File: config.mk
export PLATFORM = sky130hd
export DESIGN_NAME = instr_queue
export DESIGN_NICKNAME = d
export VERILOG_FILES = /design/src/rtl/instr_queue.sv
export SDC_FILE = /design/constraint.sdc
export NUM_CORES = 1
export LEC_CHECK = 0
export CAP_MARGIN = 20
export CORE_UTILIZATION = 55
export CTS_BUF_LIST = sky130_fd_sc_hd__clkbuf_4
export DETAILED_ROUTE_END_ITERATION = 10
export PLACE_DENSITY = 0.73
export SLEW_MARGIN = 10
export SYNTH_ARGS = -nofsm -noshare
export SYNTH_HDL_FRONTEND = slang
export SYNTH_SLANG_ARGS = --single-unit
File: constraint.sdc
create_clock -name clk -period 8.95 [get_ports clk]
set_input_delay 2.2375 -clock clk [delete_from_list [all_inputs] [get_ports clk]]
set_output_delay 2.2375 -clock clk [all_outputs]
set_load 0.03 [all_outputs]
File: src/rtl/instr_queue.sv
// Circular instruction queue between fetch and dispatch with single-cycle flush.
// Optional same-cycle empty-queue bypass when IQ_BYPASS_EN is defined.
module instr_queue #(
    parameter int unsigned DEPTH      = 16,
    parameter int unsigned DATA_WIDTH = 64
) (
    input  logic                        clk,
    input  logic                        rst_n,
    input  logic                        flush,
    input  logic                        push_valid,
    input  logic [DATA_WIDTH-1:0]       push_data,
    output logic                        push_ready,
    output logic                        instr_valid,
    output logic [DATA_WIDTH-1:0]       instr_data,
    input  logic                        instr_pop,
    output logic [$clog2(DEPTH):0]      count
);

    localparam int unsigned IDX_W = $clog2(DEPTH);
    localparam int unsigned PTR_W = IDX_W + 1;

    logic [DATA_WIDTH-1:0] mem_q [DEPTH];
    logic [PTR_W-1:0]      rptr_q, rptr_d;
    logic [PTR_W-1:0]      wptr_q, wptr_d;
    logic [PTR_W-1:0]      count_q, count_d;
    logic                  empty, full;
    logic                  push_fire, pop_fire;

    // Wrap bit distinguishes full from empty when the index bits match.
    always_comb begin
        empty = (rptr_q == wptr_q);
        full  = (rptr_q[IDX_W-1:0] == wptr_q[IDX_W-1:0]) && (rptr_q[IDX_W] != wptr_q[IDX_W]);
    end

`ifdef IQ_BYPASS_EN
    logic bypass;

    // An empty queue forwards the fetch packet; if dispatch takes it, it is never stored.
    always_comb begin
        bypass      = empty && push_valid && !flush;
        push_ready  = !full;
        instr_valid = !empty || bypass;
        instr_data  = empty ? push_data : mem_q[rptr_q[IDX_W-1:0]];
        push_fire   = push_valid && !full && !flush && !(bypass && instr_pop);
        pop_fire    = instr_pop && !empty && !flush;
    end
`else
    always_comb begin
        push_ready  = !full;
        instr_valid = !empty;
        instr_data  = mem_q[rptr_q[IDX_W-1:0]];
        push_fire   = push_valid && !full && !flush;
        pop_fire    = instr_pop && !empty && !flush;
    end
`endif

    always_comb begin
        rptr_d  = rptr_q + PTR_W'(pop_fire);
        wptr_d  = wptr_q + PTR_W'(push_fire);
        count_d = count_q + PTR_W'(push_fire) - PTR_W'(pop_fire);
        if (flush) begin
            rptr_d  = '0;
            wptr_d  = '0;
            count_d = '0;
        end
    end

    always_ff @(posedge clk or negedge rst_n) begin
        if (!rst_n) begin
            rptr_q  <= '0;
            wptr_q  <= '0;
            count_q <= '0;
        end else begin
            rptr_q  <= rptr_d;
            wptr_q  <= wptr_d;
            count_q <= count_d;
        end
    end

    // Storage is not reset or cleared on flush; validity comes from the pointers.
    always_ff @(posedge clk) begin
        if (push_fire) begin
            mem_q[wptr_q[IDX_W-1:0]] <= push_data;
        end
    end

    assign count = count_q;

endmodule

# [After elaboration in Yosys (flattened, before gate mapping)]
# Memory sizes are Yosys's and may differ from the RTL's.
# Index checks and enable logic that the tools add are counted.
[word_totals] memories=1 ramBits=1024 in_bits=69 out_inout_bits=71 reg_bits=15 elab_cells=24
[mem_list] name="mem_q" depth=16 word_bits=64 read_ports=1 rd_clocked_by_memory_dff=0 wr=1 line_no="22" rtl="logic [DATA_WIDTH-1:0] mem_q [DEPTH];"
[op_classes] reduce_logical=8 n_mux=5 eq_ne=3 n_addsub=4
[op_table] operator="5-bit by 1-bit adder with 5-bit output" n=3
[op_table] operator="5-bit 2-to-1 mux" n=3
[op_table] operator="5-bit equality test" n=1
[op_table] operator="1-bit logical AND" n=5
[op_table] operator="5-bit by 1-bit subtractor with 5-bit output" n=1
[op_table] operator="4-bit equality test" n=1
[op_table] operator="1-bit zero test" n=3
[op_table] operator="1-bit 2-to-1 mux" n=2
[op_table] operator="1-bit inequality test" n=1

# [Logic depth before layout (Yosys ltp)]
[logic_depth] ltp_word=8 ltp_mapped=15

# [Worst setup path before layout]
# No wires, ideal clock.
[synth_timing] kind="in2reg" from="input push_valid" to="memory mem_q[12][0], enable pin" cell_stages=3 setup_slack_ns=-0.316 setup_ns=0.644 n_path_buf=0 t_arrival_ns=8.622 path_cell_list="nor2b_1 -> o21ai_2 -> nor4_1"
[synth_between] elab_chain_len=4
[synth_lines] element="start, declared" line_no="10" rtl="input logic push_valid,"
[synth_lines] element="1-bit logical AND (2 in a row)" line_no="52" rtl="push_fire = push_valid && !full && !flush;"
[synth_lines] element="1-bit 2-to-1 mux" line_no="82" rtl="if (push_fire) begin"
[synth_lines] element="1-bit 2-to-1 mux (implied by the code)" line_no="83" rtl="mem_q[wptr_q[IDX_W-1:0]] <= push_data;"
[synth_lines] element="end, declared" line_no="22"
# No other way between the ends.

# [Final worst setup path]
[layout_timing] from="register rptr_q[0]" to="output instr_data[38]"
[layout_between] elab_chain_len=1
[layout_lines] element="start, declared" line_no="23" rtl="logic [PTR_W-1:0] rptr_q, rptr_d;"
[layout_lines] element="start signal, assigned" line_no="74" rtl="rptr_q <= rptr_d;"
[layout_lines] element="memory read 16 x 64 bit"
[layout_lines] element="end, declared" line_no="14" rtl="output logic [DATA_WIDTH-1:0] instr_data,"
# No other way between the ends.

==> results.sh <==
export IMPL_relSlewSlack_pct=24.2
export IMPL_synth_top_area_cell="edfxtp_1"
export IMPL_grt_pass1_wl_mm=130
export IMPL_postSynthAreaPerCell_um2=20.5
export IMPL_start_util_pct=55.7
export IMPL_cts_tree="yes"
export IMPL_routed_top_layer="met5"
export IMPL_row_count=98
export IMPL_dr_pass1_iters=5
export IMPL_synth_edf_count=1024
export IMPL_synthDistinctLibCells=35
export IMPL_max_clock_path_buffers=3
export IMPL_dr_first_iter_drc_count=1704
export IMPL_peakVddDrop_v=0.000100
export IMPL_post_place_ws_ns=3.04
export IMPL_cts_resized=0
export IMPL_hold_viol_final=0
export IMPL_synth_area_leaders="edfxtp_1 (77%), mux4_2 (7.3%), mux2i_1 (6.3%), a22oi_1 (3.6%), dfrtp_1 (0.94%)"
export IMPL_path_max_fanout=58
export IMPL_detailed_place_hpwl_mm=44.5
export IMPL_setup_violations=0
export IMPL_clock_skew_final_ns=0.0616
export IMPL_async_flop_share_pct=1.44
export IMPL_hold_path_class="reg -> reg"
export IMPL_met2_length_mm=44.0
export IMPL_r2r_start="rptr_q[0]"
export IMPL_drv_cap=0
export IMPL_die_area_mm2=0.0736
export IMPL_powerDensity_mw_per_mm2=212
export IMPL_cts_htree_levels=4
export IMPL_synth_main_ff_cell="edfxtp_1"
export IMPL_die_h_um=271
export IMPL_start_kind="flip-flop"
export IMPL_timing_hold_ws_ns=0.608
export IMPL_final_util_pct=63.6
export IMPL_die_x_um=271
export IMPL_area_growth_pct=14.1
export IMPL_grt_overflow=0
export IMPL_finalWorstSetupSlack_ns=1.99
export IMPL_crit_required_ns=6.71
export IMPL_vias=20408
export IMPL_synthCells=1948
export IMPL_tns_ns=0
export IMPL_wl_met3_mm=6.47
export IMPL_antenna_found_initial=5
export IMPL_numCtsBuffers=241
export IMPL_ys_seq_elements=1039
export IMPL_grt_max_degree=98
export IMPL_yosys_top_cells_count="edfxtp_1 (1024), mux2i_1 (252), a22oi_1 (190)"
export IMPL_wl_met1_mm=35.3
export IMPL_track_usage_pct=24.1
export IMPL_p_leak_nw=14.3
export IMPL_synth_top_area_share_pct=77.1
export IMPL_postCtsSetupBuffers=0
export IMPL_io_pins=140
export IMPL_ctsRootBufferMaster="clkbuf_4"
export IMPL_holdBufCountCts=0
export IMPL_dpl_instance_area_mm2=0.0423
export IMPL_period_minus_slack_ns=6.96
export IMPL_fmax_mhz=144
export IMPL_worstHoldStart="wptr_q[4]"
export IMPL_yosysWarnings=0
export IMPL_syn_nets=2027
export IMPL_wl_mm=87.2
export IMPL_syn_area_mm2=0.0399
export IMPL_cts_clk_slew_worst_paths_ns=0.07
export IMPL_ant_nets=0
export IMPL_vias_per_cell=5.98
export IMPL_numClockSinks=1039
export IMPL_drive_above_1_share_pct=23.9
export IMPL_path_class="reg -> out"
export IMPL_clock_latency_ns=1.08
export IMPL_route_detailed_drc=0
export IMPL_ys_seq_area_share_pct=78.0
export IMPL_wl_per_cell_um=25.6
export IMPL_worst_slew_pin_slew_ns=1.14
export IMPL_report_final_slew_viol_count=0
export IMPL_worstPathArrival_ns=4.72
export IMPL_post_route_period_util_pct=77.7
export IMPL_fp_coreArea_mm2=0.0716
export IMPL_worstSetupEndpointType="primary output"
export IMPL_portBuffers=139
export IMPL_rsz0062_at_grt="no"
export IMPL_final_nets=2345
export IMPL_crit_start="rptr_q[0]"
export IMPL_grt_pass1_vias=21302
export IMPL_final_area_mm2=0.0455
export IMPL_gp_congestion=0.717
export IMPL_status="completed"
export IMPL_yosysMostFrequentCell="edfxtp_1"
-- report_power, final --
group / internal, mW / switching, mW / total [mW] / leakage [nW]
Clock: 2.00 / 1.78 / 3.78 / 1.87
Sequential: 5.38 / 0.0203 / 5.40 / 9.42
Combinational: 0.200 / 0.287 / 0.488 / 3.03
-- metrics by stage --
stage          total power [mW]  instances
6_report                   9.66       3411
5_1_grt                    10.0       3410
4_1_cts                    9.75       3407
3_3_place_gp               5.97       2972
2_1_floorplan              5.78       1948
3_5_place_dp               5.99       2972
-- layout make-up --
| type | count | area, µm² |
|---|---|---|
| Fill cell | 4931 | 26100 |
| Clock inverter | 79 | 507 |
| Multi-Input combinational cell | 788 | 8190 |
| Clock buffer | 356 | 2670 |
| Antenna cell | 3 | 7.51 |
| Tap cell | 950 | 1190 |
| Timing Repair Buffer | 188 | 1790 |
| Inverter | 8 | 30.0 |
| Sequential cell | 1039 | 31100 |
-- worst max-delay path, stage by stage, from the launching register on --
cell,delay [ns]
dfrtp_4,1.04
buf_4,0.91
mux4_2,0.60
a22oi_1,0.23
nand2_1,0.17
clkdlybuf4s50_1,0.63
-- path summary, 6_finish.rpt --
| check | endpoint | slack [ns] | depth (start not counted) |
|---|---|---|---|
| worst max-delay path | instr_data[38] | 1.99 | 5 |
| worst min-delay path | wptr_q[4] | 0.61 | 2 |
| worst max register to register | count[4] | 4.26 | 14 |
| worst min register to register | wptr_q[4] | 0.61 | 2 |
| max in group asynchronous | rptr_q[2] | 6.80 | 1 |
| min in group asynchronous | rptr_q[0] | 1.59 | 1 |
-- sequential cells by signal, indices dropped and copies added, names as in the netlist --
signal and count:
count 5, mem_q 1024, rptr_q 5, wptr_q 5
-- logic make-up after synthesis --
family | after synthesis | share of synthesized area [%]
adder cells (fa/ha/maj) | 10 | 0.333
AO/OA/AOI/OAI | 195 | 3.65
AND/OR/NAND/NOR | 187 | 2.22
XOR/XNOR | 14 | 0.307
buffers and inverters | 121 | 1.79
multiplexers | 382 | 13.7
flip-flops | 1039 | 78.0
-- metal layers --
layer  track usage (%)  up-vias
met5                 0        -
met4              7.81        4
met2              39.3      829
met1              32.5    10634
met3              5.51       91
li1                  -     8850
-- placed cells by master (no fill, tap or decap), drive strengths merged, types with 2 or more instances in the layout --
| master | n |
|---|---|
| a22oi | 190 |
| mux4 | 130 |
| dfrtp | 15 |
| a21oi | 2 |
| mux2i | 252 |
| clkinvlp | 3 |
| ha | 9 |
| nand2b | 5 |
| diode | 3 |
| buf | 49 |
| clkbuf | 356 |
| bufinv | 6 |
| nor3 | 10 |
| xor2 | 7 |
| nand3 | 69 |
| clkinv | 65 |
| inv | 13 |
| nor2b | 12 |
| clkdlybuf4s50 | 139 |
| o21ai | 2 |
| xnor2 | 7 |
| nand2 | 66 |
| edfxtp | 1024 |
| nor4 | 6 |
| nor2 | 12 |
No activity file was read; power rests on OpenSTA's default activity.
